File: src/rtl/board_dump.sv
// Reads a 64-square board snapshot and streams it as one ASCII byte per square over valid/ready.
// Optional build macro BOARD_DUMP_ROW_DELIM_EN appends an LF byte after every row (72 bytes per dump).
module board_dump #(
  parameter bit         FLIP       = 1'b0,
  parameter logic [7:0] EMPTY_CHAR = 8'h2E,
  parameter logic [7:0] BAD_CHAR   = 8'h3F
) (
  input  logic         CLK,
  input  logic         RESET,
  input  logic [255:0] BOARD,
  input  logic         START,
  output logic [7:0]   TX_DATA,
  output logic         TX_VALID,
  input  logic         TX_READY,
  output logic         BUSY,
  output logic         DONE
);

`ifdef BOARD_DUMP_ROW_DELIM_EN
  typedef enum logic [2:0] {IDLE, LOAD, SEND, FIN, DELIM} state_t;
`else
  typedef enum logic [2:0] {IDLE, LOAD, SEND, FIN} state_t;
`endif

  localparam logic [2:0] FIRST_ROW = FLIP ? 3'd0 : 3'd7;
  localparam logic [2:0] LAST_ROW  = FLIP ? 3'd7 : 3'd0;

  state_t         state;
  state_t         state_nxt;
  logic [255:0]   snap;
  logic [2:0]     row;
  logic [2:0]     col;
  logic           xfer;
  logic           last_col;
  logic           last_row;
  logic [7:0]     sq_idx;
  logic [2:0]     row_step;

  function automatic logic [7:0] to_ascii(input logic [3:0] code);
    logic [7:0] ch;
    case (code[2:0])
      3'd1:    ch = 8'h50;
      3'd2:    ch = 8'h4E;
      3'd3:    ch = 8'h42;
      3'd4:    ch = 8'h52;
      3'd5:    ch = 8'h51;
      3'd6:    ch = 8'h4B;
      3'd0:    ch = EMPTY_CHAR;
      default: ch = BAD_CHAR;
    endcase
    // Colour bit only affects real pieces: black pieces are lower case.
    if (code[2:0] != 3'd0 && code[2:0] != 3'd7 && !code[3])
      ch = ch + 8'h20;
    return ch;
  endfunction

  assign xfer     = TX_VALID & TX_READY;
  assign last_col = (col == 3'd7);
  assign last_row = (row == LAST_ROW);
  assign sq_idx   = {row, col, 2'b00};
  assign row_step = FLIP ? 3'(row + 3'd1) : 3'(row - 3'd1);

  always_comb begin
    state_nxt = state;
    case (state)
      IDLE: if (START) state_nxt = LOAD;
      LOAD: state_nxt = SEND;
      SEND: begin
        if (xfer) begin
`ifdef BOARD_DUMP_ROW_DELIM_EN
          state_nxt = last_col ? DELIM : LOAD;
`else
          state_nxt = (last_col && last_row) ? FIN : LOAD;
`endif
        end
      end
`ifdef BOARD_DUMP_ROW_DELIM_EN
      DELIM: if (xfer) state_nxt = last_row ? FIN : LOAD;
`endif
      FIN:     state_nxt = IDLE;
      default: state_nxt = IDLE;
    endcase
  end

  always_ff @(posedge CLK or posedge RESET) begin
    if (RESET) begin
      state    <= IDLE;
      snap     <= '0;
      row      <= '0;
      col      <= '0;
      TX_DATA  <= '0;
      TX_VALID <= 1'b0;
      BUSY     <= 1'b0;
      DONE     <= 1'b0;
    end else begin
      state <= state_nxt;
      case (state)
        IDLE: begin
          if (START) begin
            snap <= BOARD;
            row  <= FIRST_ROW;
            col  <= 3'd0;
            BUSY <= 1'b1;
          end
        end
        LOAD: begin
          TX_DATA  <= to_ascii(snap[sq_idx +: 4]);
          TX_VALID <= 1'b1;
        end
        SEND: begin
          if (xfer) begin
            TX_VALID <= 1'b0;
            col      <= 3'(col + 3'd1);
`ifdef BOARD_DUMP_ROW_DELIM_EN
            // Row advance is deferred to the delimiter so its last-row test sees the current row.
            if (last_col) begin
              TX_DATA  <= 8'h0A;
              TX_VALID <= 1'b1;
            end
`else
            if (last_col) begin
              row <= row_step;
              if (last_row) begin
                BUSY <= 1'b0;
                DONE <= 1'b1;
              end
            end
`endif
          end
        end
`ifdef BOARD_DUMP_ROW_DELIM_EN
        DELIM: begin
          if (xfer) begin
            TX_VALID <= 1'b0;
            row      <= row_step;
            if (last_row) begin
              BUSY <= 1'b0;
              DONE <= 1'b1;
            end
          end
        end
`endif
        FIN:     DONE <= 1'b0;
        default: DONE <= 1'b0;
      endcase
    end
  end

endmodule

File: config.mk
export PLATFORM = sky130hd
export DESIGN_NAME = board_dump
export DESIGN_NICKNAME = d
export VERILOG_FILES = /design/src/rtl/board_dump.sv
export SDC_FILE = /design/constraint.sdc
export NUM_CORES = 1
export LEC_CHECK = 0
export ABC_AREA = 1
export BUFFER_PORTS_ARGS = -buffer_cell sky130_fd_sc_hd__buf_2
export CORE_MARGIN = 1
export CORE_UTILIZATION = 32
export DETAILED_ROUTE_END_ITERATION = 12
export PLACE_DENSITY = 0.5
export SETUP_SLACK_MARGIN = 0.02
export SYNTH_ARGS = -nofsm -noshare
export SYNTH_HDL_FRONTEND = slang
export SYNTH_SLANG_ARGS = --single-unit
File: constraint.sdc
create_clock -name CLK -period 8.3 [get_ports CLK]
set_clock_uncertainty 0.15 [all_clocks]
set_input_delay 0.83 -clock CLK [delete_from_list [all_inputs] [get_ports CLK]]
set_output_delay 0.83 -clock CLK [all_outputs]
set_load 0.005 [all_outputs]
==> impl_metrics.json, run 1 <==
{
  "clock-root-buffer": "clkbuf_16",
  "synth_area_per_cell_um2": 7.35,
  "coreArea_um2": 40000,
  "clockBufferDepth": 3,
  "endpoint_kind": "register",
  "drtPass1Iterations": 5,
  "min_period_ps": 4150,
  "synthCells": 1774,
  "grt_max_degree": 165,
  "maxCapViolations": 0,
  "r2r-start": "col[0]",
  "synth_top_area_share_pct": 52.8,
  "hold_start": "BOARD[215]",
  "cts_resized": 0,
  "place_hpwl_um": 28600,
  "die_w_um": 204,
  "design.die.area_um2": 41600,
  "drt-total-wl_um": 42700,
  "drv_slew": 0,
  "clkLatencyLatePin_ps": 580,
  "hold_ws_ps": 293,
  "netlist_top_cells_area": "dfrtp_1 53%, nand2_1 32%, nand3_1 8.6%",
  "min_period_over_period_pct": 49.9,
  "ys_ff_latch": 275,
  "syn_nets": 2039,
  "power_mw": 2.93,
  "crit_arrival_ps": 4450,
  "cts_tree": "done",
  "ir_drop_mv": 0.131,
  "hold_violations": 0,
  "cts_max_level": 1,
  "postCtsSetupRepairBufs": 0,
  "drive_gt1_share_pct": 17.5,
  "r2r_end": "TX_DATA[6]",
  "crit_buf_inv": 4,
  "final-setup-viol-count": 0,
  "cp_cell_sequence": "inv_4, buf_4, nand2_1, nand3_1, nand3_1, nand3_1, nand3_1, nand3_1, nand2_1, inv_2, nand3_2, nand2_1, inv_1, ha_1, nand3b_1, nand4_1, nand2_1",
  "p_leak_nw": 8.75,
  "antenna_found_initial": 0,
  "clk_pin_slew_ps": 60,
  "initial_core_util_pct": 32.6,
  "slew_headroom_pct": 26.6,
  "rsz0062_at_grt": "no",
  "fin_area_um2": 15700,
  "gp_congestion": 0.796,
  "grt_usage_pct": 20.7,
  "overflow": 0,
  "fp-row-count": 73,
  "fin_nets": 2244,
  "synthDistinctLibCells": 26,
  "ff2ff_setup_slack_ps": 4150,
  "path_depth": 17,
  "path_class": "reg2reg",
  "slowest_stage": "buf_4",
  "setup_tns_ps": 0,
  "cp.required_ps": 8600,
  "io_buffer_count": 270,
  "grt_pass1_vias": 12000,
  "area_delta_synth_final_pct": 20.7,
  "grt_first_pass_wirelength_um": 66700,
  "reg2reg_depth": 17,
  "drtIter0Drc": 799,
  "power.density_nw_per_um2": 186,
  "pre_cts_slack_ps": 4130,
  "die_y_um": 204,
  "ys_seq_area_share_pct": 52.8,
  "netlist_area_um2": 13000,
  "yosys_warnings": 0,
  "holdPathStages": 3,
  "path_delay_family": "simple AND/OR/NAND/NOR gates",
  "clock-sinks": 275,
  "crit_top_cell": "nand3_1",
  "worst_slew_pin_slew_ps": 1100,
  "max_clock_freq_mhz": 241,
  "pin_count": 271,
  "remaining_drc_errors": 0,
  "numCtsBuffers": 31,
  "placed_area_um2": 14600,
  "startpoint_type": "register",
  "antenna_cells": 0,
  "num_vias": 12000,
  "fin_ws_ps": 4150,
  "synth_area_leader_cell": "dfrtp_1",
  "hp-class": "in2reg",
  "outcome": "complete, no violations",
  "cts_hold_buf": 0,
  "ant_nets": 0,
  "critPathMaxStageDelay_ps": 750,
  "min_to": "snap[215]",
  "routedWlPerCell_um": 16.9,
  "path_max_fanout": 78,
  "drt-vias-per-instance": 4.75
}
==> per-stage QoR <==
| step | cells | utilization [%] |
|---|---|---|
| after floorplan | 1774 | - |
| after global placement | 2471 | 36.6 |
| after detailed placement | 2471 | 36.6 |
| after CTS | 2528 | 39.4 |
| after global routing | 2528 | 39.4 |
| final | 2528 | 39.4 |
==> per-layer routing <==
metal,vias up,GRT usage (%),wire length [um]
met3,59,2.85,2300
met2,343,32.8,19500
li1,5918,-,-
met5,-,0,0
met4,0,5.50,1080
met1,5684,29.4,19900
==> area by class of cell <==
| type | count | area (um2) |
|---|---|---|
| timing repair buffer | 282 | 1450 |
| clock inverter | 15 | 231 |
| multi-input combinational | 1367 | 5530 |
| inverter | 22 | 97.6 |
| fill | 4281 | 24300 |
| sequential | 275 | 6890 |
| clock buffer | 42 | 887 |
| tap | 525 | 657 |
==> power by group <==
group | total, mW | leakage, nW | internal (mW) | switching [mW]
clock network | 1.50 | 0.554 | 0.931 | 0.568
registers | 1.34 | 3.81 | 1.34 | 0
logic | 0.0932 | 4.38 | 0.0438 | 0.0494
==> cell families (layout without fill, tap and decap cells) <==
kind of cell	after synthesis	in the layout	synth area share, %
AOI/OAI and AO/OA	17	17	0.767
adders and majority gates	5	5	0.480
xor gates and xnor gates	1	1	0.0672
DFF	275	275	52.8
buffers and inverters	132	361	4.91
and+or+nand+nor	1344	1344	41.0
==> state kept, by name, indices dropped and copies added, names as in the netlist <==
name	flops
row	3
TX_DATA	8
col	3
state	2
DONE	1
BUSY	1
TX_VALID	1
snap	256
==> Yosys cell counts <==
| library cell | n |
|---|---|
| a21oi_1 | 3 |
| a22oi_1 | 2 |
| a31oi_1 | 2 |
| buf_1 | 10 |
| buf_2 | 29 |
| buf_4 | 7 |
| buf_6 | 11 |
| clkbuf_1 | 53 |
| clkinv_1 | 2 |
| dfrtp_1 | 275 |
| ha_1 | 5 |
| inv_1 | 17 |
| inv_2 | 3 |
| nand2_1 | 1102 |
| nand2_2 | 2 |
| nand3_1 | 225 |
| nand3_2 | 1 |
| nand3b_1 | 1 |
| nand4_1 | 2 |
| nor2_1 | 9 |
| nor2_2 | 1 |
| o211ai_1 | 2 |
| o21ai_0 | 7 |
| o31ai_1 | 1 |
| or2_2 | 1 |
| xnor2_1 | 1 |
==> worst max path at each step <==
stage	from	endpoint
after global placement	col[0]	TX_DATA[6]
after CTS	col[0]	TX_DATA[6]
after global routing	col[0]	TX_DATA[6]
after detailed placement	col[0]	TX_DATA[6]
final	col[0]	TX_DATA[6]
after floorplan	RESET	BUSY
==> worst min-delay path, stage by stage <==
cell and delay [ps]:
buf_2 70, nand2_1 40, nand2_1 40
==> cell usage in the layout, fill, tap and decap left out <==
cell / count
bufinv_16: 6
nand3b_1: 1
nand2_2: 2
inv_2: 3
inv_4: 1
buf_4: 11
ha_1: 5
dfrtp_1: 272
nand3_1: 225
clkinvlp_4: 2
clkinv_2: 8
inv_1: 13
inv_8: 1
or2_2: 1
xnor2_1: 1
nand4_1: 2
buf_12: 1
clkbuf_8: 7
nand3_2: 1
o31ai_1: 1
clkbuf_1: 4
clkinv_1: 2
dfrtp_2: 1
nor2_2: 1
nand2_1: 1101
dfrtp_4: 2
nand2_4: 1
nor2_1: 9
a22oi_1: 2
o21ai_0: 7
a31oi_1: 2
a21oi_1: 3
clkbuf_16: 31
inv_6: 1
buf_2: 270
o211ai_1: 2
(Power assumes the default switching activity.)
==> run 2, diff against run 1 <==
Settings changed: ABC_AREA 1 to 0, PLACE_DENSITY 0.5 to 0.49.
Clock period 8.3 ns to 3.87 ns, I/O delays scaled along.
==> run 2 against run 1 <==
Global-route usage down 1.1 points. Fmax is 13% higher. Area after synthesis shrank 4.5%. Wire length shrank 12%. Final cell count is 26% lower. Via count decreased by 26%. Power rose to 4.5 times the previous value. Hold slack worse by 220 ps. Die area shrank 4.5%.
==> impl_metrics.json, run 2 <==
{
  "drt-total-wl_um": 37700,
  "path_max_fanout": 30,
  "grt_util_met1_pct": 27.7,
  "synthDistinctLibCells": 47,
  "drtIter0Drc": 304,
  "slowest_stage": "dfrtp_4",
  "synth_common_cells": "275 x dfrtp_1, 263 x mux2_2, 62 x mux4_2, 37 x clkbuf_1, 17 x nand2_1",
  "ant_nets": 0,
  "netlist_area_um2": 12500,
  "grt_usage_pct": 19.5,
  "syn_nets": 1058,
  "power.density_nw_per_um2": 720,
  "ys_ff_latch": 275,
  "grt.busiest_layer": "met2",
  "critPathMaxStageDelay_ps": 560,
  "ff2ff_setup_slack_ps": 220,
  "rsz0062_at_grt": "no",
  "slew_headroom_pct": 41.1,
  "io_buffer_count": 270,
  "placed_area_um2": 14500,
  "clkLatencyLatePin_ps": 510,
  "grt_first_pass_wirelength_um": 57800,
  "netlist_top_cells_area": "dfrtp_1 55%, mux2_2 24%, mux4_2 11%",
  "final_common_cell": "dfrtp_1",
  "overflow": 0,
  "top_regs": "snap x256, TX_DATA x8",
  "fin_area_um2": 18200,
  "cp.required_ps": 4140,
  "max_clock_freq_mhz": 274,
  "fin_nets": 1597,
  "hp-class": "in2reg",
  "pin_count": 271,
  "synthArstFlopShare_pct": 100,
  "drv_slew": 0,
  "hold_violations": 0,
  "min_period_over_period_pct": 94.4,
  "cp_cell_sequence": "buf_12, mux4_2, mux2i_1, a21oi_1, o31a_1, and3b_1, or2_2, ha_1, o21ai_0, o31ai_1",
  "final_core_util_pct": 48.0,
  "hold_ws_ps": 77.3,
  "synth_area_per_cell_um2": 15.7,
  "die_y_um": 199,
  "pre_cts_slack_ps": 87.5,
  "regMostFlops": "snap",
  "coreArea_um2": 38000,
  "ys.flop_type": "dfrtp_1",
  "drtPass1Iterations": 4,
  "nFillCells": 3459,
  "startpoint_type": "register",
  "design.die.area_um2": 39700,
  "numCtsBuffers": 34,
  "drive_gt1_share_pct": 50.8,
  "synth_top_area_share_pct": 55.2,
  "clock-root-buffer": "clkbuf_16",
  "maxCapViolations": 0,
  "endpoint_kind": "register",
  "cts_resized": 0,
  "layout_common_cells": "272 x dfrtp_1, 270 x buf_2, 263 x mux2_2",
  "antenna_found_initial": 2,
  "grt_pass1_vias": 9669,
  "ys_seq_area_share_pct": 55.2,
  "die_w_um": 199,
  "cts_tree": "done",
  "clk_pin_slew_ps": 60,
  "final-setup-viol-count": 0,
  "fin_ws_ps": 216,
  "clockBufferDepth": 3,
  "synthCells": 793,
  "fp-row-count": 71,
  "min_period_ps": 3650,
  "drt-vias-per-instance": 4.76,
  "crit_arrival_ps": 3930,
  "path_class": "reg2reg",
  "routedWlPerCell_um": 20.2,
  "outcome": "complete, no violations",
  "grt_max_degree": 110,
  "synth_most_common_cell": "dfrtp_1",
  "area_delta_synth_final_pct": 46.4,
  "setup_tns_ps": 0,
  "num_vias": 8893,
  "p_leak_nw": 7.76,
  "gp_congestion": 0.757,
  "grt.met2_usage_pct": 30.2,
  "clock-sinks": 275,
  "crit_buf_inv": 1,
  "remaining_drc_errors": 0,
  "cts_max_level": 2,
  "yosys_warnings": 0,
  "grt_use_met3_pct": 3.19,
  "ir_drop_mv": 0.300,
  "largest_register_ffs": 256,
  "initial_core_util_pct": 32.8,
  "synth_area_leader_cell": "dfrtp_1",
  "path_delay_family": "compound AO/OA/AOI/OAI gates",
  "place_hpwl_um": 25700,
  "synth_edf_count": 0,
  "worst_slew_pin_slew_ps": 862
}
==> run 2: power by group <==
| part | switching, mW | internal [mW] | leakage [nW] | total, mW |
|---|---|---|---|---|
| combinational | 1.82 | 2.86 | 3.99 | 4.67 |
| clock | 1.24 | 1.94 | 0.551 | 3.18 |
| sequential | 0.936 | 4.34 | 3.22 | 5.27 |
==> run 2: cells by family (layout without fill, tap and decap cells) <==
| group | after synthesis | after routing | share of synthesized area, % |
|---|---|---|---|
| DFF | 275 | 275 | 55.2 |
| buffers and inverters | 61 | 623 | 2.26 |
| adders and majority gates | 5 | 5 | 0.502 |
| and+or+nand+nor | 57 | 57 | 2.22 |
| other | 0 | 3 | 0 |
| AOI/OAI and AO/OA | 55 | 55 | 3.32 |
| muxes | 340 | 340 | 36.5 |
==> run 2: layout make-up <==
type	count	area, um2	share of cell area [%]
Antenna cell	3	7.51	0.0412
Tap cell	511	639	3.51
Clock buffer	48	1000	5.51
Timing Repair Buffer	558	4260	23.3
Multi-Input combinational cell	457	5300	29.0
Sequential cell	275	6890	37.8
Inverter	6	26.3	0.144
Clock inverter	11	114	0.624
==> run 2: metal layers <==
| metal | routed length, um | part of all wire, % |
|---|---|---|
| met1 | 17800 | 47 |
| met2 | 17600 | 47 |
| met3 | 1460 | 3.9 |
| met4 | 933 | 2.5 |
| met5 | 0 | 0 |
==> run 2: through the flow <==
stage / instances / power [mW]
finish: 1869 / 13.1
global route: 1868 / 13.9
CTS: 1860 / 13.3
detailed placement: 1544 / 9.80
global placement: 1544 / 9.75
floorplan: 793 / 8.39
==> run 2: path summary, 6_finish.rpt <==
kind                                from          to  cells after the start
worst min register to register      BUSY        BUSY                      1
min in group asynchronous          RESET    snap[79]                      3
worst min-delay path            TX_READY        DONE                      3
max in group asynchronous          RESET   snap[132]                      4
worst max-delay path              col[0]  TX_DATA[6]                     10
worst max register to register    col[0]  TX_DATA[6]                     10
==> run 2: timing repair <==
action	CTS	global route
setup buffers	0	6
hold endpoints to repair	270	0
setup endpoints to repair	0	1
hold buffers	257	0
==> run 2: worst reg2reg max path: stages, from the launching register on <==
cell	delay, ps
dfrtp_4	560
buf_12	300
mux4_2	550
mux2i_1	270
a21oi_1	180
o31a_1	400
and3b_1	290
or2_2	320
ha_1	270
o21ai_0	80
o31ai_1	220
